**src/rtl/cpu_defs_pkg.sv**
```systemverilog
// Shared CPU definitions: reset/exception vectors, fetch FSM states, IF slot payload.
package cpu_defs;

  localparam int unsigned XLEN = 32;

  localparam logic [XLEN-1:0] RESET_PC_DEF = 32'hBFC0_0000;
  localparam logic [XLEN-1:0] EXC_VEC_DEF  = 32'hBFC0_0380;
  localparam logic [XLEN-1:0] PC_STEP      = 32'd4;

  typedef enum logic [1:0] {
    REQ  = 2'd0,
    WAIT = 2'd1,
    HOLD = 2'd2,
    DROP = 2'd3
  } fetch_state_t;

  // Slot handed from IF to the IF/ID register.
  typedef struct packed {
    logic [XLEN-1:0] pc;
    logic [XLEN-1:0] inst;
    logic            adel;
  } if_slot_t;

  // A fetch address is bad when it is not word aligned.
  function automatic logic is_misaligned(input logic [1:0] pc_lo);
    return pc_lo != 2'b00;
  endfunction

endpackage

```
**src/rtl/fetch_hold_buf.sv**
```systemverilog
// Buffers the IF slot (pc/inst/adel) while ID is stalled.
module fetch_hold_buf
  import cpu_defs::*;
(
  input  logic     clk,
  input  logic     rst,
  input  logic     capture,
  input  if_slot_t slot_in,
  output if_slot_t slot
);

  // Load on capture, otherwise keep the buffered slot.
  always_ff @(posedge clk) begin
    if (rst) begin
      slot <= '0;
    end else if (capture) begin
      slot <= slot_in;
    end
  end

endmodule

```
**src/rtl/fetch_unit.sv**
```systemverilog
// Instruction fetch unit: SRAM-like instruction port, one request outstanding,
// redirect on exception/eret/branch, hold buffer for ID stalls.
// Optional performance counters are built when FETCH_PERF_EN is defined.
module fetch_unit
  import cpu_defs::*;
#(
  parameter logic [XLEN-1:0] RESET_PC = RESET_PC_DEF,
  parameter logic [XLEN-1:0] EXC_VEC  = EXC_VEC_DEF
) (
  input  logic            clk,
  input  logic            rst,
  input  logic            if_id_stall,
  input  logic            exc_oc,
  input  logic            eret,
  input  logic [XLEN-1:0] epc,
  input  logic            id_br_taken,
  input  logic [XLEN-1:0] id_br_target,
  output logic            inst_req,
  output logic [XLEN-1:0] inst_addr,
  input  logic            inst_addr_ok,
  input  logic            inst_data_ok,
  input  logic [XLEN-1:0] inst_rdata,
  output logic            if_valid,
  output logic [XLEN-1:0] if_pc,
  output logic [XLEN-1:0] if_inst,
  output logic            if_adel,
  output logic [XLEN-1:0] perf_fetch_cnt,
  output logic [XLEN-1:0] perf_stall_cnt
);

  fetch_state_t    state_q, state_d;
  logic [XLEN-1:0] pc_q, pc_d;
  logic [XLEN-1:0] br_tgt_q, br_tgt_d;
  logic            br_pend_q, br_pend_d;
  logic [XLEN-1:0] seq_tgt, flush_tgt;
  logic            flush, misaligned;
  logic            capture, handoff, slot_valid;
  if_slot_t        slot_in, hold_slot;

  assign flush      = exc_oc | eret;
  assign flush_tgt  = exc_oc ? EXC_VEC : epc;
  assign misaligned = is_misaligned(pc_q[1:0]);

  // Address after the current slot: a branch resolving now wins over a latched one.
  assign seq_tgt = id_br_taken ? id_br_target
                 : (br_pend_q ? br_tgt_q : XLEN'(pc_q + PC_STEP));

  // State, fetch PC and latched branch target.
  always_ff @(posedge clk) begin
    if (rst) begin
      state_q   <= REQ;
      pc_q      <= RESET_PC;
      br_pend_q <= 1'b0;
      br_tgt_q  <= '0;
    end else begin
      state_q   <= state_d;
      pc_q      <= pc_d;
      br_pend_q <= br_pend_d;
      br_tgt_q  <= br_tgt_d;
    end
  end

  // Next state, next PC, slot valid and hold-buffer capture.
  always_comb begin
    state_d    = state_q;
    pc_d       = pc_q;
    br_pend_d  = br_pend_q;
    br_tgt_d   = br_tgt_q;
    capture    = 1'b0;
    handoff    = 1'b0;
    slot_valid = 1'b0;

    case (state_q)
      REQ: begin
        if (flush) begin
          pc_d    = flush_tgt;
          // A request accepted this cycle still owes a response.
          state_d = (!misaligned && inst_addr_ok) ? DROP : REQ;
        end else if (misaligned) begin
          slot_valid = 1'b1;
          if (if_id_stall) begin
            capture = 1'b1;
            state_d = HOLD;
          end else begin
            handoff = 1'b1;
          end
        end else if (inst_addr_ok) begin
          state_d = WAIT;
        end
      end
      WAIT: begin
        if (flush) begin
          pc_d    = flush_tgt;
          state_d = inst_data_ok ? REQ : DROP;
        end else if (inst_data_ok) begin
          slot_valid = 1'b1;
          if (if_id_stall) begin
            capture = 1'b1;
            state_d = HOLD;
          end else begin
            handoff = 1'b1;
          end
        end
      end
      HOLD: begin
        if (flush) begin
          pc_d    = flush_tgt;
          state_d = REQ;
        end else begin
          slot_valid = 1'b1;
          handoff    = ~if_id_stall;
        end
      end
      DROP: begin
        if (flush) begin
          pc_d = flush_tgt;
        end
        if (inst_data_ok) begin
          state_d = REQ;
        end
      end
      default: state_d = REQ;
    endcase

    if (flush) begin
      br_pend_d = 1'b0;
    end else if (handoff) begin
      pc_d      = seq_tgt;
      state_d   = REQ;
      br_pend_d = 1'b0;
    end else if (id_br_taken) begin
      br_pend_d = 1'b1;
      br_tgt_d  = id_br_target;
    end
  end

  // Slot presented to the hold buffer when ID cannot take it.
  always_comb begin
    slot_in      = '0;
    slot_in.pc   = pc_q;
    slot_in.inst = misaligned ? '0 : inst_rdata;
    slot_in.adel = misaligned;
  end

  fetch_hold_buf u_hold_buf (
    .clk     (clk),
    .rst     (rst),
    .capture (capture),
    .slot_in (slot_in),
    .slot    (hold_slot)
  );

  // Port outputs; everything is forced quiet while reset is held.
  assign inst_req  = ~rst & (state_q == REQ) & ~misaligned;
  assign inst_addr = rst ? RESET_PC : pc_q;
  assign if_valid  = ~rst & slot_valid;
  assign if_pc     = rst ? '0 : ((state_q == HOLD) ? hold_slot.pc : pc_q);
  assign if_inst   = rst ? '0
                   : ((state_q == HOLD) ? hold_slot.inst
                   : ((state_q == WAIT) ? inst_rdata : '0));
  assign if_adel   = ~rst & slot_valid
                   & ((state_q == HOLD) ? hold_slot.adel : misaligned);

`ifdef FETCH_PERF_EN
  logic [XLEN-1:0] fetch_cnt_q, stall_cnt_q;

  // Handoff and memory/ID stall counters, free-running with wrap.
  always_ff @(posedge clk) begin
    if (rst) begin
      fetch_cnt_q <= '0;
      stall_cnt_q <= '0;
    end else begin
      if (handoff) begin
        fetch_cnt_q <= XLEN'(fetch_cnt_q + 32'd1);
      end
      if ((state_q == WAIT) || (state_q == HOLD)) begin
        stall_cnt_q <= XLEN'(stall_cnt_q + 32'd1);
      end
    end
  end

  assign perf_fetch_cnt = fetch_cnt_q;
  assign perf_stall_cnt = stall_cnt_q;
`else
  assign perf_fetch_cnt = '0;
  assign perf_stall_cnt = '0;
`endif

endmodule
```
**config.mk**
```make
export PLATFORM = sky130hd
export DESIGN_NAME = fetch_unit
export DESIGN_NICKNAME = d
export VERILOG_FILES = /design/src/rtl/cpu_defs_pkg.sv /design/src/rtl/fetch_hold_buf.sv /design/src/rtl/fetch_unit.sv
export SDC_FILE = /design/constraint.sdc
export NUM_CORES = 1
export LEC_CHECK = 0
export ABC_AREA = 1
export BUFFER_PORTS_ARGS = -buffer_cell sky130_fd_sc_hd__buf_2
export CORE_MARGIN = 2
export CORE_UTILIZATION = 25
export CTS_CLUSTER_DIAMETER = 40
export DETAILED_ROUTE_END_ITERATION = 10
export PLACE_DENSITY = 0.56
export SLEW_MARGIN = 30
export SYNTH_ARGS = -nofsm -noshare
export SYNTH_HDL_FRONTEND = slang
export SYNTH_SLANG_ARGS = --single-unit
```
**constraint.sdc**
```tcl
create_clock -name clk -period 1.7 [get_ports clk]
set_input_delay 0 -clock clk [delete_from_list [all_inputs] [get_ports clk]]
set_output_delay 0 -clock clk [all_outputs]
set_load 0.01 [all_outputs]
```
Yosys cells after proc, flatten, opt, wreduce, memory -nomap -nowiden:

Cells that the tools add are included.

* memory bits (writable): 0
* memories: 0
* bits of input ports: 104
* output and inout port bits: 163
* bits in latches: 0
* logic and storage cells: 75
* bits in registers: 132
* bits in read-only memories: 0

* reduce and logical (&&, ||, !) cells: 7
* divide/modulo/power cells: 0
* $add $sub $neg: 1
* muxes and demuxes: 47
* multipliers: 0
* equality and inequality tests: 3
* bitwise operators: 10
* shift operators: 0
* order comparisons: 0

Operators by type and width (number)
* $mux W32: 14
* $add A32 B3 Y32 const B: 1
* $mux W2: 12
* $mux W1: 17
* $pmux W2 S4: 1
* $pmux W1 S3: 2
* $not A1 Y1: 5
* $and A1 B1 Y1: 4
* $eq A2 B2 Y1 const B: 2
* $reduce_or A4 Y1: 1
* $reduce_and A3 Y1: 1
* $reduce_or A3 Y1: 1
* $eq A2 B1 Y1 const B: 1
* $logic_not A2 Y1: 1
* $pmux W1 S2: 1
* $reduce_bool A2 Y1: 1
* $logic_and A1 B1 Y1: 1
* $logic_not A1 Y1: 1
* $or A1 B1 Y1: 1

Longest topological paths before layout:

Gate-level depths: netlist (run 1).

* depth in word-level cells: 8
* mapped depth: 11
* mapped depth without buffers: 11

By module:

Synthesis (run 1) repeated with hierarchy kept, for this count alone.

* cells, all modules: 1507
* area total of the unflattened synthesis: 8629.5 µm²

Modules (own cells, without submodules)
* fetch_unit: cells each 1095, sequential area each 1341.3 µm², times used 1, area each 5985.7 µm²
* fetch_hold_buf: cells each 412, sequential area each 1301.2 µm², times used 1, area each 2643.8 µm²

Worst setup path before layout (run 1):

Ideal clock, no wire load.

* path kind: reg2reg
* from: register pc_q[2]
* to: register pc_q[31]
* setup time: 0.112 ns
* stages on the path, launching flop included: 12
* buffers on the path: 0
* arrival: 1.341 ns
* clock period less this slack: 1.453 ns
* slack: 0.247 ns
* required time: 1.588 ns
* path through: dfxtp_1 > inv_1 > nor2_2 > nand2_1 > nor2_1 > nand2_1 > nand2_1 > nand2_1 > nand2_1 > nand2_1 > nand2_1 > nand2_1

* word-level cells in the longest chain between the ends: 5

RTL lines
* start, declared: line fetch_unit.sv:32 `logic [XLEN-1:0] pc_q, pc_d;`
* start signal, assigned: line fetch_unit.sv:57 `pc_q <= pc_d;`
* $add A32 B3 Y32: line fetch_unit.sv:46 `: (br_pend_q ? br_tgt_q : XLEN'(pc_q + PC_STEP));`
* $mux W32: line fetch_unit.sv:46
* $mux W32: line fetch_unit.sv:45 `assign seq_tgt = id_br_taken ? id_br_target`
* $mux W32: line fetch_unit.sv:127 `end else if (handoff) begin`
* $mux W32: line fetch_unit.sv:125 `if (flush) begin`

Every way passes these cells.
A chain may end at the register's enable or synchronous reset.

Worst setup path after layout (run 1):

* from: register state_q[0]
* to: output port if_inst[22]

* word-level cells in the longest chain between the ends: 4
* elaborated cells between the ends (all ways): 5
* those cells by class: eq/ne: 2; mux: 3

RTL lines
* start, declared: line fetch_unit.sv:31 `fetch_state_t state_q, state_d;`
* start signal, assigned: line fetch_unit.sv:56 `state_q <= state_d;`
* $eq A2 B1 Y1: line fetch_unit.sv:160 `: ((state_q == WAIT) ? inst_rdata : '0));`
* $mux W32: line fetch_unit.sv:160
* $mux W32 *: line fetch_unit.sv:159 `: ((state_q == HOLD) ? hold_slot.inst`
* $mux W32 *: line fetch_unit.sv:158 `assign if_inst = rst ? '0`
* end, declared: line fetch_unit.sv:25 `output logic [XLEN-1:0] if_inst,`

Mark *: on every way between the ends. The rest lies on a longest branch, timed or not.

==> flow_metrics.env, run 1 <==
export IMPL_seq_area_frac_synth_pct=32.7
export IMPL_violations="setup timing"
export IMPL_maxCapViolations=0
export IMPL_antenna_found_initial=2
export IMPL_cp_max_fo=16
export IMPL_dieArea_sq_um=33800
export IMPL_cts_tree="done"
export IMPL_crit_type="register to output pin"
export IMPL_synth_edf_count=0
export IMPL_netlist_instances=1328
export IMPL_grt_first_pass_wirelength_mm=47.5
export IMPL_h_tree_depth=4
export IMPL_syn2layout_area_growth_pct=52.8
export IMPL_drt_iter0_markers=665
export IMPL_yosys_warnings=0
export IMPL_clock_path_buffers=2
export IMPL_core_region_area_sq_um=31700
export IMPL_numCtsBuffers=17
export IMPL_required_ps=1700
export IMPL_ir_drop_mv=0.679
export IMPL_tns_ps=-391
export IMPL_status="finished, violations left"
export IMPL_synth_xor_area_share_pct=0.759
export IMPL_path_clk_slew_ps=60
export IMPL_synth_top_cell_area_share_pct=32.7
export IMPL_ys_flop_type="dfxtp_1"
export IMPL_grt_pass1_vias=8686
export IMPL_finalSetupViolations=26
export IMPL_grt_usage_pct=18.3
export IMPL_finalMaxSlewViolations=0
export IMPL_clock_skew_ps=8.78
export IMPL_fin_crit_ps=1740
export IMPL_drive_above_1_share_pct=26.7
export IMPL_gp_congestion=0.959
export IMPL_powerDensity_nw_per_um2=775
export IMPL_num_rows=65
export IMPL_leakagePower_nw=5.47
export IMPL_hold_viol_final=0
export IMPL_yosysMostFrequentCell="nand2_1"
export IMPL_synthArstFlopShare_pct=0
export IMPL_post_route_period_util_pct=102
export IMPL_routedWlPerCell_um=16.6
export IMPL_synth_common_cells="nand2_1, a21oi_1, dfxtp_1"
export IMPL_nets=1761
export IMPL_grt_max_degree=66
export IMPL_synth_top_family_by_area="simple AND/OR/NAND/NOR gates"
export IMPL_end_kind="output pin"
export IMPL_grt_overflow_total=0
export IMPL_ys_ff_latch=132
export IMPL_ant_nets=0
export IMPL_initial_core_util_pct=25.5
export IMPL_drc=0
export IMPL_synthAdderAreaFrac_pct=0.155
export IMPL_hold_path_class="input pin to register"
export IMPL_yosys_area_top_type="dfxtp_1"
export IMPL_synth_cell_area_sq_um=8080
export IMPL_insertion_delay_ps=430
export IMPL_clockRootBuffer="clkbuf_16"
export IMPL_place_ws_ps=-148
export IMPL_synthSimpleGateAreaFrac_pct=35.3
export IMPL_syn_area_per_cell_sq_um=6.08
export IMPL_synth_area_top_cells="dfxtp_1, nand2_1, a21oi_1"
export IMPL_max_freq_ghz=0.575
export IMPL_muxShareOfSynthArea_pct=0
export IMPL_die_h_um=184
export IMPL_dr_pass1_iters=5
export IMPL_ios=267
export IMPL_clock_sinks=132
export IMPL_drt_total_wl_mm=34.5
export IMPL_synth_compound_area_share_pct=16.9
export IMPL_num_vias=9772
export IMPL_dp_hpwl_mm=22.3
export IMPL_ys_types=27
export IMPL_finalWorstSetupSlack_ps=-39.4
export IMPL_die_w_um=184
export IMPL_arrival_ps=1740
export IMPL_via_per_inst=4.71
export IMPL_start_kind="register"
export IMPL_rsz0062_at_grt="yes"
export IMPL_port_buffers=202
final timing paths:
path,start,endpoint,slack [ps],cells past startpoint
worst max-delay path,state_q[0],if_inst[22],-40,7
worst min-delay path,epc[28],pc_q[28],10,5
worst max register to register,state_q[0],br_tgt_q[12],-10,10
worst min register to register,br_tgt_q[29],br_tgt_q[29],460,2
worst max-delay path, cell delays in order, from the launching register on:
cell and delay (ps):
dfxtp_4 390, inv_2 70, nor2_4 170, buf_4 160, clkbuf_16 170, nand2_1 60, a21oi_1 140, buf_2 150
metrics by stage:
stage                     power (W)  hold slack, ps  cells  area, sq um  util [%]
after CTS                   0.00922            3.33   2046        11400      36.0
after global placement      0.00488             261   1911         9590      30.2
after floorplan             0.00434             128   1391         8310         -
after global routing        0.00996            58.0   2073        12300      38.9
final                       0.00956            10.0   2073        12300      38.9
after detailed placement    0.00490             266   1911         9590      30.2
cells in the final DEF, fill, tap and decap left out, drive strengths merged:
cell,count
a211oi,32
a21oi,154
a22oi,3
a31oi,2
buf,281
bufinv,3
clkbuf,31
clkinv,10
clkinvlp,2
conb,64
dfxtp,132
diode,2
dlygate4sd3,96
ha,1
inv,82
nand2,460
nand3,106
nand4,4
nor2,134
nor3,3
o211ai,1
o21ai,58
o221ai,1
o22ai,2
xor2,7
cell type report:
class                           instances  area, sq um
Antenna cell                            2         5.00
Clock buffer                           18          439
Clock inverter                         14          180
Fill cell                            3339        19400
Inverter                               83          330
Multi-Input combinational cell       1032         5010
Sequential cell                       132         2660
Tap cell                              402          503
Timing Repair Buffer                  390         3210
power breakdown:
part,switching (W),internal (W)
clock network,0.00159,0.00236
logic,0.00134,0.000974
registers,0.0000868,0.00320
layer usage:
layer / up-vias / GRT usage [%] / wire (um)
met5: - / 0 / 0
met4: 0 / 6.69 / 861
met3: 47 / 2.69 / 1920
met2: 371 / 27.7 / 15400
met1: 4541 / 26.2 / 16300
li1: 4813 / - / -
state kept, by name, indices dropped and copies added, names as in the netlist:
signal	cells
br_pend_q	1
br_tgt_q	32
pc_q	32
state_q	2
u_hold_buf.slot	65
what timing repair did:
item,4_1_cts,5_1_grt
hold endpoints to repair,100,0
setup endpoints to repair,68,170
setup buffers,4,10
hold buffers,96,0
gates cloned,3,16
gates resized for setup,50,144
pin swaps,11,40
cell families (layout without fill, tap and decap cells):
family	Yosys count	count (layout)
AOI/OAI and AO/OA	253	253
xor gates and xnor gates	7	7
adders and majority gates	1	1
buffers and inverters	227	505
DFF	132	132
other	1	66
and+or+nand+nor	707	707
(Power assumes the default switching activity.)
==> inputs of run 2 (changes only) <==
--- a/config.mk
+++ b/config.mk
@@ -11,8 +11,8 @@
 export CORE_UTILIZATION = 25
 export CTS_CLUSTER_DIAMETER = 40
 export DETAILED_ROUTE_END_ITERATION = 10
+export HOLD_SLACK_MARGIN = 0.1
 export PLACE_DENSITY = 0.56
-export SLEW_MARGIN = 30
 export SYNTH_ARGS = -nofsm -noshare
 export SYNTH_HDL_FRONTEND = slang
 export SYNTH_SLANG_ARGS = --single-unit
==> run 2 against run 1 <==
  * The run still ends with setup timing left
  * Via count up 0.89%
  * Clock skew about the same
  * Design area up 0.70%
  * Combinational power about the same
  * Register-to-register slack worse by 30 ps
  * Sequential cell count unchanged
  * Wire length up 1.3%
  * First-iteration DRC count unchanged
  * Worst hold slack better by 140 ps
  * Critical path depth unchanged
==> flow_metrics.env, run 2 (synthesis results as in run 1) <==
export IMPL_status="finished, violations left"
export IMPL_violations="setup timing"
export IMPL_cp_max_fo=8
export IMPL_slowest_stage="dfxtp_4"
export IMPL_path_cells="inv_2, nor2_4, buf_6, clkbuf_16, nand2_2, a21oi_2, buf_2"
export IMPL_grt_pass1_vias=8717
export IMPL_num_rows=65
export IMPL_dp_hpwl_mm=22.3
export IMPL_ir_drop_mv=0.674
export IMPL_clock_skew_ps=8.62
export IMPL_ant_nets=0
export IMPL_path_clk_slew_ps=70
export IMPL_drive_above_1_share_pct=27.3
export IMPL_largest_register="u_hold_buf.slot"
export IMPL_finalSetupViolations=46
export IMPL_max_freq_ghz=0.569
export IMPL_place_ws_ps=-148
export IMPL_initial_core_util_pct=25.5
export IMPL_cp_slowest_stage_delay_ps=380
export IMPL_ios=267
export IMPL_placed_cell_area_sq_um=9590
export IMPL_clock_sinks=132
export IMPL_gp_congestion=0.959
export IMPL_largest_reg_flops=65
export IMPL_num_vias=9859
export IMPL_routedWlPerCell_um=16.8
export IMPL_nFillCells=3327
export IMPL_drt_total_wl_mm=35.0
export IMPL_reg_largest_list="u_hold_buf.slot x65, br_tgt_q x32, pc_q x32"
export IMPL_post_route_period_util_pct=103
export IMPL_grt_usage_pct=18.3
export IMPL_maxCapViolations=0
export IMPL_port_buffers=202
export IMPL_via_per_inst=4.74
export IMPL_fin_crit_ps=1760
export IMPL_rsz0062_at_grt="yes"
export IMPL_h_tree_depth=4
export IMPL_end_kind="output pin"
export IMPL_grt_overflow_total=0
export IMPL_powerDensity_nw_per_um2=768
export IMPL_grt_first_pass_wirelength_mm=47.7
export IMPL_leakagePower_nw=5.56
export IMPL_fin_area_sq_um=12400
export IMPL_power_total_w=0.00954
export IMPL_arrival_ps=1760
export IMPL_cts_tree="done"
export IMPL_final_common_cell="nand2_1"
export IMPL_layout_common_cells="nand2_1, buf_2, dfxtp_1"
export IMPL_antenna_found_initial=1
export IMPL_start_kind="register"
export IMPL_clockRootBuffer="clkbuf_16"
export IMPL_finalMaxSlewViolations=0
export IMPL_drc=0
export IMPL_dieArea_sq_um=33800
export IMPL_insertion_delay_ps=430
export IMPL_dr_pass1_iters=5
export IMPL_die_h_um=184
export IMPL_core_region_area_sq_um=31700
export IMPL_finalWorstSetupSlack_ps=-56.9
export IMPL_die_w_um=184
export IMPL_numCtsBuffers=17
export IMPL_hold_viol_final=0
export IMPL_grt_max_degree=66
export IMPL_nets=1770
export IMPL_crit_type="register to output pin"
export IMPL_clock_path_buffers=2
export IMPL_drt_iter0_markers=665
export IMPL_hold_path_class="input pin to register"
export IMPL_syn2layout_area_growth_pct=53.8
export IMPL_required_ps=1700
[run 2: cell types whose count changed in the layout (fill, tap and decap cells not counted), sizes merged]
cell	change
dlygate4sd3	+7
buf	+1
clkbuf	+1
inv	+1
diode	-1
clkinv	-1
[run 2: path summary, 6_finish.rpt]
| path | slack (ps) | from | depth (start not counted) | end |
|---|---|---|---|---|
| worst max-delay path | -60 | state_q[0] | 7 | if_inst[1] |
| worst min-delay path | 150 | exc_oc | 5 | pc_q[8] |
| worst max register to register | -40 | state_q[0] | 11 | u_hold_buf.slot[21] |
| worst min register to register | 460 | br_tgt_q[29] | 2 | br_tgt_q[29] |
[run 2: per-layer routing]
| layer | up-vias | routed length (um) | GRT usage [%] |
|---|---|---|---|
| li1 | 4831 | - | - |
| met1 | 4652 | 16600 | 26.4 |
| met2 | 335 | 15900 | 28.0 |
| met3 | 41 | 1720 | 2.40 |
| met4 | 0 | 745 | 6.14 |
| met5 | - | 0 | 0 |
[run 2: cell type report]
class	count	area, sq um	share of cell area (%)
inverter	83	323	2.60
tap	402	503	4.05
clock inverter	14	180	1.45
sequential	132	2660	21.4
timing repair buffer	399	3290	26.5
clock buffer	18	439	3.54
antenna	1	2.50	0.0201
multi-input combinational	1032	5030	40.5
[run 2: worst max-delay path, delay by kind of cell, from the launching register on]
family	cells	cell delay, ps
compound gates	1	160
buf+inv	4	560
simple gates	2	230
flops	1	380
[run 2: power breakdown]
group	leakage [nW]	switching [W]	internal (W)
sequential	1.07	0.0000817	0.00320
clock	0.297	0.00158	0.00236
combinational	4.19	0.00134	0.000970
total	5.56	0.00300	0.00653
[run 2: what timing repair did]
item	in CTS	in global routing
endpoints found under the hold margin	104	0
pin swaps	11	49
hold buffers	103	0
endpoints found under the setup margin	68	171
resized for setup	50	137
cloned	3	18
buffers inserted	4	10
[run 2: stage by stage]
step	hold WS (ps)	setup TNS (ps)	instances	utilization, %
2_1_floorplan	128	0	1391	-
3_3_place_gp	261	-93.4	1911	30.2
3_5_place_dp	266	-148	1911	30.2
4_1_cts	127	-409	2053	36.2
5_1_grt	163	-10300	2081	39.2
6_report	147	-705	2081	39.2
